**src/rtl/spi_globals_pkg.sv**
```systemverilog
`default_nettype none
// ============================================================================
//  Module      : spi_globals_pkg
//  Description : Shared types for the SPI master controller: the controller
//                state encoding and the {cpol,cpha} mode encoding.
//  Revision    : 1.0 - initial release
// ============================================================================
package spi_globals_pkg;

    // Controller sequencing states
    typedef enum logic [1:0] {
        ST_IDLE     = 2'd0,
        ST_SETUP    = 2'd1,
        ST_TRANSFER = 2'd2,
        ST_HOLD     = 2'd3
    } spi_state_e;

    // SPI modes as {cpol, cpha}
    typedef enum logic [1:0] {
        SPI_MODE0 = 2'd0,
        SPI_MODE1 = 2'd1,
        SPI_MODE2 = 2'd2,
        SPI_MODE3 = 2'd3
    } spi_mode_e;

    function automatic logic mode_cpol(input spi_mode_e mode);
        return mode[1];
    endfunction

    function automatic logic mode_cpha(input spi_mode_e mode);
        return mode[0];
    endfunction

endpackage
`default_nettype wire

```
**src/rtl/spi_sclk_gen.sv**
```systemverilog
`default_nettype none
// ============================================================================
//  Module      : spi_sclk_gen
//  Description : SCLK divider. Counts CLK_DIV system clocks per half-period,
//                flags the end of each half-period and, when edges are
//                enabled, toggles SCLK and classifies the toggle as a
//                leading or trailing edge relative to the idle polarity.
//  Revision    : 1.0 - initial release
// ============================================================================
module spi_sclk_gen #(
    parameter int CLK_DIV = 2
) (
    input  logic clk,
    input  logic rst,
    input  logic run,         // counter runs while high, held at zero otherwise
    input  logic edge_en,     // allow SCLK to toggle at the end of this half-period
    input  logic load,        // force SCLK to load_cpol (start of a transfer)
    input  logic load_cpol,
    input  logic cpol,        // latched idle polarity of the current transfer
    output logic half_done,
    output logic lead_edge,
    output logic trail_edge,
    output logic sclk
);

    localparam int                 c_CNT_W    = $clog2(CLK_DIV + 1);
    localparam logic [c_CNT_W-1:0] c_CNT_LAST = c_CNT_W'(CLK_DIV - 1);

    logic [c_CNT_W-1:0] r_cnt;
    logic               r_sclk;

    // Half-period counter; cleared whenever the controller leaves or re-enters a state
    always_ff @(posedge clk) begin
        if (rst || !run) begin
            r_cnt <= '0;
        end else if (r_cnt == c_CNT_LAST) begin
            r_cnt <= '0;
        end else begin
            r_cnt <= r_cnt + c_CNT_W'(1);
        end
    end

    assign half_done  = run && (r_cnt == c_CNT_LAST);
    // A toggle away from the idle level is a leading edge, back to it a trailing edge
    assign lead_edge  = half_done && edge_en && (r_sclk == cpol);
    assign trail_edge = half_done && edge_en && (r_sclk != cpol);

    // SCLK register: preset to the new idle level on acceptance, toggled on edge strobes
    always_ff @(posedge clk) begin
        if (rst) begin
            r_sclk <= 1'b0;
        end else if (load) begin
            r_sclk <= load_cpol;
        end else if (lead_edge || trail_edge) begin
            r_sclk <= ~r_sclk;
        end
    end

    assign sclk = r_sclk;

endmodule
`default_nettype wire

```
**src/rtl/spi_master_controller.sv**
```systemverilog
`default_nettype none
// ============================================================================
//  Module      : spi_master_controller
//  Description : Single-word SPI master. Accepts a request over valid/ready,
//                runs SETUP / TRANSFER / HOLD with run-time CPOL/CPHA,
//                shifts MOSI MSB-first, captures MISO and returns the
//                received word with a one-cycle rx_valid pulse.
//  Revision    : 1.0 - initial release
// ============================================================================
module spi_master_controller
    import spi_globals_pkg::*;
#(
    parameter int DATA_WIDTH   = 8,
    parameter int NO_OF_SLAVES = 1,
    parameter int CLK_DIV      = 2
) (
    input  logic                          clk,
    input  logic                          rst,
    input  logic                          tx_valid,
    output logic                          tx_ready,
    input  logic [DATA_WIDTH-1:0]         tx_data,
    input  logic [$clog2(NO_OF_SLAVES):0] tx_cs_sel,
    input  logic                          cpol,
    input  logic                          cpha,
    output logic                          rx_valid,
    output logic [DATA_WIDTH-1:0]         rx_data,
    output logic                          busy,
    output logic                          sclk,
    output logic [NO_OF_SLAVES-1:0]       cs_n,
    output logic                          mosi,
    input  logic                          miso
);

    localparam int                  c_SEL_W          = $clog2(NO_OF_SLAVES) + 1;
    localparam int                  c_EDGES          = 2 * DATA_WIDTH;
    localparam int                  c_EDGE_W         = $clog2(c_EDGES + 1);
    // TRANSFER spans c_EDGES half-periods; the first toggle happens on entry,
    // so the last half-period only waits and the one before it holds the final trailing edge.
    localparam logic [c_EDGE_W-1:0] c_EDGE_LAST      = c_EDGE_W'(c_EDGES - 1);
    localparam logic [c_EDGE_W-1:0] c_EDGE_LAST_TRAIL = c_EDGE_W'(c_EDGES - 2);

    spi_state_e              r_state;
    spi_state_e              w_state_nxt;
    spi_mode_e               r_mode;
    logic [c_EDGE_W-1:0]     r_edge_cnt;
    logic [DATA_WIDTH-1:0]   r_tx_sh;
    logic [DATA_WIDTH-1:0]   r_rx_sh;
    logic [DATA_WIDTH-1:0]   r_rx_data;
    logic                    r_rx_valid;
    logic                    r_tx_ready;
    logic                    r_busy;
    logic                    r_mosi;
    logic [NO_OF_SLAVES-1:0] r_cs_n;
    logic [NO_OF_SLAVES-1:0] w_cs_dec;

    logic w_accept;
    logic w_done;
    logic w_run;
    logic w_edge_en;
    logic w_last_trail;
    logic w_half_done;
    logic w_lead;
    logic w_trail;

    spi_sclk_gen #(
        .CLK_DIV (CLK_DIV)
    ) u_sclk_gen (
        .clk        (clk),
        .rst        (rst),
        .run        (w_run),
        .edge_en    (w_edge_en),
        .load       (w_accept),
        .load_cpol  (cpol),
        .cpol       (mode_cpol(r_mode)),
        .half_done  (w_half_done),
        .lead_edge  (w_lead),
        .trail_edge (w_trail),
        .sclk       (sclk)
    );

    // State register
    always_ff @(posedge clk) begin
        if (rst) begin
            r_state <= ST_IDLE;
        end else begin
            r_state <= w_state_nxt;
        end
    end

    // Next-state logic and per-cycle control strobes
    always_comb begin
        w_state_nxt  = r_state;
        w_accept     = 1'b0;
        w_done       = 1'b0;
        w_run        = (r_state != ST_IDLE);
        w_edge_en    = 1'b0;
        w_last_trail = 1'b0;
        case (r_state)
            ST_IDLE: begin
                if (tx_valid && r_tx_ready) begin
                    w_accept    = 1'b1;
                    w_state_nxt = ST_SETUP;
                end
            end
            ST_SETUP: begin
                w_edge_en = 1'b1;
                if (w_half_done) begin
                    w_state_nxt = ST_TRANSFER;
                end
            end
            ST_TRANSFER: begin
                w_edge_en    = (r_edge_cnt != c_EDGE_LAST);
                w_last_trail = (r_edge_cnt == c_EDGE_LAST_TRAIL);
                if (w_half_done && (r_edge_cnt == c_EDGE_LAST)) begin
                    w_state_nxt = ST_HOLD;
                end
            end
            ST_HOLD: begin
                if (w_half_done) begin
                    w_done      = 1'b1;
                    w_state_nxt = ST_IDLE;
                end
            end
            default: begin
                w_state_nxt = ST_IDLE;
            end
        endcase
    end

    // Chip-select decode of the incoming index; out-of-range selects nothing
    always_comb begin
        w_cs_dec = '1;
        for (int i = 0; i < NO_OF_SLAVES; i++) begin
            if (tx_cs_sel == c_SEL_W'(i)) begin
                w_cs_dec[i] = 1'b0;
            end
        end
    end

    // Half-period index within TRANSFER, restarted on every state change
    always_ff @(posedge clk) begin
        if (rst || (w_state_nxt != r_state)) begin
            r_edge_cnt <= '0;
        end else if ((r_state == ST_TRANSFER) && w_half_done) begin
            r_edge_cnt <= r_edge_cnt + c_EDGE_W'(1);
        end
    end

    // Handshake and status flags track the state being entered
    always_ff @(posedge clk) begin
        if (rst) begin
            r_tx_ready <= 1'b0;
            r_busy     <= 1'b0;
        end else begin
            r_tx_ready <= (w_state_nxt == ST_IDLE);
            r_busy     <= (w_state_nxt != ST_IDLE);
        end
    end

    // Request mode and chip selects are captured at acceptance and held for the transfer
    always_ff @(posedge clk) begin
        if (rst) begin
            r_mode <= SPI_MODE0;
            r_cs_n <= '1;
        end else if (w_accept) begin
            r_mode <= spi_mode_e'({cpol, cpha});
            r_cs_n <= w_cs_dec;
        end else if (w_done) begin
            r_cs_n <= '1;
        end
    end

    // MOSI drive and MISO capture on the edges selected by CPHA
    always_ff @(posedge clk) begin
        if (rst) begin
            r_tx_sh <= '0;
            r_rx_sh <= '0;
            r_mosi  <= 1'b0;
        end else if (w_accept) begin
            r_rx_sh <= '0;
            if (!cpha) begin
                r_mosi  <= tx_data[DATA_WIDTH-1];
                r_tx_sh <= {tx_data[DATA_WIDTH-2:0], 1'b0};
            end else begin
                r_tx_sh <= tx_data;
            end
        end else if (!mode_cpha(r_mode)) begin
            if (w_lead) begin
                r_rx_sh <= {r_rx_sh[DATA_WIDTH-2:0], miso};
            end
            if (w_trail && !w_last_trail) begin
                r_mosi  <= r_tx_sh[DATA_WIDTH-1];
                r_tx_sh <= {r_tx_sh[DATA_WIDTH-2:0], 1'b0};
            end
        end else begin
            if (w_lead) begin
                r_mosi  <= r_tx_sh[DATA_WIDTH-1];
                r_tx_sh <= {r_tx_sh[DATA_WIDTH-2:0], 1'b0};
            end
            if (w_trail) begin
                r_rx_sh <= {r_rx_sh[DATA_WIDTH-2:0], miso};
            end
        end
    end

    // Completed word is published with a single-cycle valid and then held
    always_ff @(posedge clk) begin
        if (rst) begin
            r_rx_valid <= 1'b0;
            r_rx_data  <= '0;
        end else begin
            r_rx_valid <= w_done;
            if (w_done) begin
                r_rx_data <= r_rx_sh;
            end
        end
    end

    assign tx_ready = r_tx_ready;
    assign busy     = r_busy;
    assign rx_valid = r_rx_valid;
    assign rx_data  = r_rx_data;
    assign cs_n     = r_cs_n;
    assign mosi     = r_mosi;

endmodule
`default_nettype wire

```
**config.mk**
```make
export PLATFORM = sky130hd
export DESIGN_NAME = spi_master_controller
export DESIGN_NICKNAME = d
export VERILOG_FILES = /design/src/rtl/spi_globals_pkg.sv /design/src/rtl/spi_sclk_gen.sv /design/src/rtl/spi_master_controller.sv
export SDC_FILE = /design/constraint.sdc
export NUM_CORES = 1
export LEC_CHECK = 0
export ABC_CLOCK_PERIOD_IN_PS = 2650
export CAP_MARGIN = 0
export CORE_ASPECT_RATIO = 0.6
export CORE_UTILIZATION = 35
export CTS_CLUSTER_DIAMETER = 30
export DETAILED_ROUTE_END_ITERATION = 10
export GPL_TIMING_DRIVEN = 0
export SLEW_MARGIN = 20
export SYNTH_ARGS = -nofsm -noshare
export SYNTH_HDL_FRONTEND = slang
export SYNTH_SLANG_ARGS = --single-unit
```
**constraint.sdc**
```tcl
create_clock -name clk -period 2.65 [get_ports clk]
set_input_delay 0.6625 -clock clk [delete_from_list [all_inputs] [get_ports clk]]
set_output_delay 0.6625 -clock clk [all_outputs]
set_load 0.02 [all_outputs]
```
# Yosys cells after proc, flatten, opt, wreduce, memory -nomap -nowiden
# Cells that the tools add are included.
# word_totals
input_bits	15
out_inout_bits	14
word_cells	84
regBits	41
# classes
reduce_logical	26
n_bitwise	1
n_addsub	2
n_mux	29
eq_ne	13
# op_table
cell	count
$mux W8	8
$mux W1	15
$eq A5 B4 Y1 const B	2
$reduce_bool A2 Y1	5
$logic_and A1 B1 Y1	8
$mux W2	4
$pmux W2 S4	1
$add A5 B1 Y5 const B	1
$ne A5 B4 Y1 const B	1
$eq A2 B1 Y1 const B	2
$eq A2 B2 Y1 const B	2
$logic_not A2 Y1	2
$reduce_and A2 Y1	2
$reduce_or A2 Y1	2
$logic_or A1 B1 Y1	3
$ne A3 B1 Y1 const B	1
$reduce_and A3 Y1	1
$reduce_bool A3 Y1	1
$add A2 B1 Y2 const B	1
$logic_not A1 Y1	2
$ne A2 B1 Y1 const B	1
$ne A2 B2 Y1	1
$ne A2 B2 Y1 const B	1
$pmux W1 S2	1
3 further kinds	3

# Logic depth before layout (Yosys ltp)
# logic_depth
ltp_word	8
depth_mapped	8
mapped_depth_nobuf	8

# Modules after synthesis
# From an unflattened synthesis, not the netlist that was laid out.
# unflattened
hier_cells	223
hier_area_um2	1955.6
# by_module_without_submodules
mod	area_per_inst_um2	cells_per_inst	seq_area_each_um2	instances
spi_master_controller	1789.2	205	760.7	1
spi_sclk_gen	166.4	18	60.1	1

# Worst setup path before layout
# Ideal clock, no wire load.
# synth_path
path_type	register -> register
startpoint	register r_edge_cnt[0]
endpoint	register r_mosi (netlist: mosi)
required_ns	2.571
stages_incl_launch_ff	9
period_less_slack_ns	2.128
arrival_ns	2.049
setup_time_ns	0.079
path_buffers	0
setup_slack_ns	0.522
cell_sequence	dfxtp_1 ha_1 and3_1 ha_1 and2b_1 o211ai_4 o31ai_4 a21oi_1 a211oi_2
# synth_between
elab_chain_len	7
elab_cells_between_ends	12
cone_classes	eq/ne: 3; mux: 2; reduce/logical: 7
# synth_rtl
item	line_no	rtl
start, declared	spi_master_controller.sv:45	logic [c_EDGE_W-1:0] r_edge_cnt;
start signal, assigned	spi_master_controller.sv:145	r_edge_cnt <= r_edge_cnt + c_EDGE_W'(1);
$ne A5 B4 Y1	spi_master_controller.sv:112	w_edge_en = (r_edge_cnt != c_EDGE_LAST);
$pmux W1 S2	spi_master_controller.sv:98	case (r_state)
$logic_and A1 B1 Y1	spi_sclk_gen.sv:45, spi_sclk_gen.sv:46	
$logic_and A1 B1 Y1	spi_sclk_gen.sv:46	assign trail_edge = half_done && edge_en && (r_sclk != cpol);
$logic_and A1 B1 Y1	spi_master_controller.sv:191	if (w_trail && !w_last_trail) begin
$reduce_bool A3 Y1 (no line)	-	
$reduce_and A3 Y1 (no line) (*)	-	
end signal, assigned	spi_master_controller.sv:182	r_mosi <= tx_data[DATA_WIDTH-1];
end signal, assigned	spi_master_controller.sv:192	r_mosi <= r_tx_sh[DATA_WIDTH-1];
end signal, assigned	spi_master_controller.sv:197	r_mosi <= r_tx_sh[DATA_WIDTH-1];
end, declared	spi_master_controller.sv:52	logic r_mosi;
# Mark *: on every way between the ends. The rest lies on a longest branch, timed or not.
# A chain may end at the register's enable or synchronous reset.

# Final worst setup path
# Ends and elaborated chain as after synthesis.

==> results_dict.tcl <==
set metrics [dict create \
    endpoint "mosi" \
    powerDensity_nw_per_um2 655 \
    total_power_mw 1.53 \
    ys_types 37 \
    postCtsHoldBufs 0 \
    p_leak_nw 0.895 \
    vias_per_cell 4.87 \
    syn_avg_cell_area_sq_um 8.89 \
    htreeDepth 2 \
    rsz0062_at_grt "false" \
    holdPathStages 1 \
    place_congestion 0.839 \
    ioPinCount 29 \
    netlist_area_sq_um 1890 \
    cts_buffers 5 \
    cp_max_fo 9 \
    antenna_found_initial 0 \
    rows 20 \
    wl_mm 4.01 \
    root_buffer "clkbuf_8" \
    place_hpwl_mm 2.93 \
    num_vias 1529 \
    die_w_um 97.0 \
    min_from "u_sclk_gen.r_cnt[0]" \
    crit_arrival_ns 2.61 \
    reg2regPathDepth 8 \
    grt_util_all_layers 0.151 \
    clk_latency_ns 0.29 \
    core_sq_um 5130 \
    clockBufferDepth 2 \
    synth_area_leader_cell "dfxtp_1" \
    ir_drop_v 0.000233 \
    r2r-end "mosi" \
    grt_max_degree 15 \
    nets 271 \
    ys_seq_area_frac 0.433 \
    outcome "complete, no violations" \
    drt-wirelength-per-cell_um 12.8 \
    first_pass_iters 4 \
    clock_sinks 41 \
    syn_nets 237 \
    final_common_cell "dfxtp_1" \
    final_hold_viol_count 0 \
    postSynthCellCount 213 \
    insertedDiodeCount 0 \
    yosysWarnings 0 \
    end_kind "flip-flop" \
    layout_common_cells "dfxtp_1, nand2_1, clkdlybuf4s50_1" \
    period_share 0.902 \
    synth_top_area_share 0.433 \
    criticalPathCategory "flip-flop to flip-flop" \
    r2r-start "r_edge_cnt[0]" \
    finalSetupTns_ns 0 \
    finalMaxSlewViolations 0 \
    finalCriticalPeriod_ns 2.39 \
    grt_pass1_wl_mm 6.73 \
    reg2reg_setup_slack_ns 0.26 \
    worst_hold_path_type "flip-flop to flip-flop" \
    worst_pin_slew_ns 0.649 \
    drtIter0Drc 53 \
    initial_core_util 0.369 \
    die_h_um 59.0 \
    clk_pin_slew_ns 0.08 \
    crit_required_ns 2.87 \
    first_global_vias 1444 \
    drc 0 \
    final_layout_size_suffix_gt1_frac 0.0565 \
    die_area_sq_um 5720 \
    stdcell_count 314 \
    synth.area.top_cells "dfxtp_1, mux2i_1, nand2_1" \
    ys_ff_latch 41 \
    relSlewSlack 0.567 \
    fmax_mhz 418 \
    setup_viol 0 \
    cts_tree "yes" \
    cap_violations 0 \
    overflow 0 \
    fin_skew_ns 0.00782 \
    ant_nets 0 \
    crit_start "r_edge_cnt[0]" \
    critPathLaunchType "flip-flop" \
    area_delta_synth_final_pct 23.6 \
    io_buffer_count 27 \
    dp.cells 306 \
]
==> area by class of cell <==
class                   instances  area (sq um)
flip-flops and latches         41           821
inverters                       6          22.5
well taps                      66          82.6
plain buffers                   9          35.0
fillers                       506          2790
repair buffers                 27           270
clock buffers                   5          68.8
clock inverters                 3          22.5
multi-input cells             157          1020
==> cell families after synthesis <==
| group | after synthesis | synth area share |
|---|---|---|
| compound gates | 41 | 0.153 |
| xor+xnor | 6 | 0.0277 |
| fa+ha+maj | 9 | 0.0594 |
| buf+inv | 15 | 0.0304 |
| flops | 41 | 0.433 |
| mux | 22 | 0.116 |
| simple gates | 79 | 0.180 |
==> how the worst min path moves through the flow <==
stage | endpoint | slack (ns)
after CTS | u_sclk_gen.r_cnt[0] | 0.44
after global placement | u_sclk_gen.r_cnt[0] | 0.42
after floorplan | u_sclk_gen.r_cnt[0] | 0.41
final | u_sclk_gen.r_cnt[0] | 0.43
after global routing | u_sclk_gen.r_cnt[0] | 0.47
after detailed placement | u_sclk_gen.r_cnt[0] | 0.42
==> power by group <==
part           switching, mW  internal (mW)  leakage [nW]
sequential            0.0361          0.660         0.332
combinational          0.252          0.175         0.516
clock                  0.224          0.187        0.0481
total                  0.512           1.02         0.895
==> worst max-delay path, cell delays in order (launching register included) <==
cell and delay, ns:
dfxtp_1 0.35, ha_1 0.22, and3_1 0.18, ha_1 0.22
and2b_1 0.28, o211ai_4 0.11, o31ai_4 0.58, a21oi_1 0.17
a211oi_2 0.21
==> what timing repair did <==
item / 4_1_cts / 5_1_grt
buffers inserted: 0 / 0
setup endpoints to repair: 0 / 2
gates resized for setup: 0 / 1
endpoints found under the hold margin: 0 / 0
==> Yosys cell counts <==
cell type / instances
nand2_1: 34
nand2b_1: 3
ha_1: 9
a32oi_1: 1
a21o_1: 2
a31oi_1: 1
dfxtp_1: 41
nor4_1: 2
nor2_1: 26
o21ai_0: 10
nand4_1: 2
o31ai_4: 1
and3b_1: 1
and2b_1: 1
o2111ai_1: 1
xor2_1: 3
or3_1: 1
o2111ai_2: 1
buf_2: 1
nor2b_1: 1
inv_1: 6
o21bai_1: 1
nand3_1: 2
a2111oi_0: 1
clkbuf_1: 6
xnor2_1: 3
buf_1: 2
a32o_1: 1
a211oi_2: 1
mux2i_1: 22
o211ai_4: 1
a211oi_1: 2
o311ai_0: 1
and3_1: 2
a21oi_1: 16
and2_1: 1
nor3_1: 3
==> registers in the layout, indices dropped and copies added (netlist names), 2 cells and up <==
signal            count
r_rx_sh               8
r_tx_sh               8
rx_data               8
r_edge_cnt            5
r_mode                2
r_state               2
u_sclk_gen.r_cnt      2
==> layer usage <==
| layer | up-vias | share of wire | global-route usage |
|---|---|---|---|
| li1 | 803 | - | - |
| met1 | 699 | 0.56 | 0.211 |
| met2 | 23 | 0.39 | 0.222 |
| met3 | 4 | 0.044 | 0.0483 |
| met4 | 0 | 0.0067 | 0.0448 |
| met5 | - | 0 | 0 |
==> stage by stage <==
stage / area (sq um) / utilization / hold slack [ns] / setup WS (ns)
2_1_floorplan: 1890 / - / 0.405 / 0.522
3_3_place_gp: 2250 / 0.438 / 0.421 / 0.250
3_5_place_dp: 2250 / 0.438 / 0.423 / 0.228
4_1_cts: 2340 / 0.456 / 0.435 / 0.246
5_1_grt: 2340 / 0.456 / 0.470 / 0.111
6_report: 2340 / 0.456 / 0.434 / 0.260
Note: power is estimated with default switching activity, not from simulation.
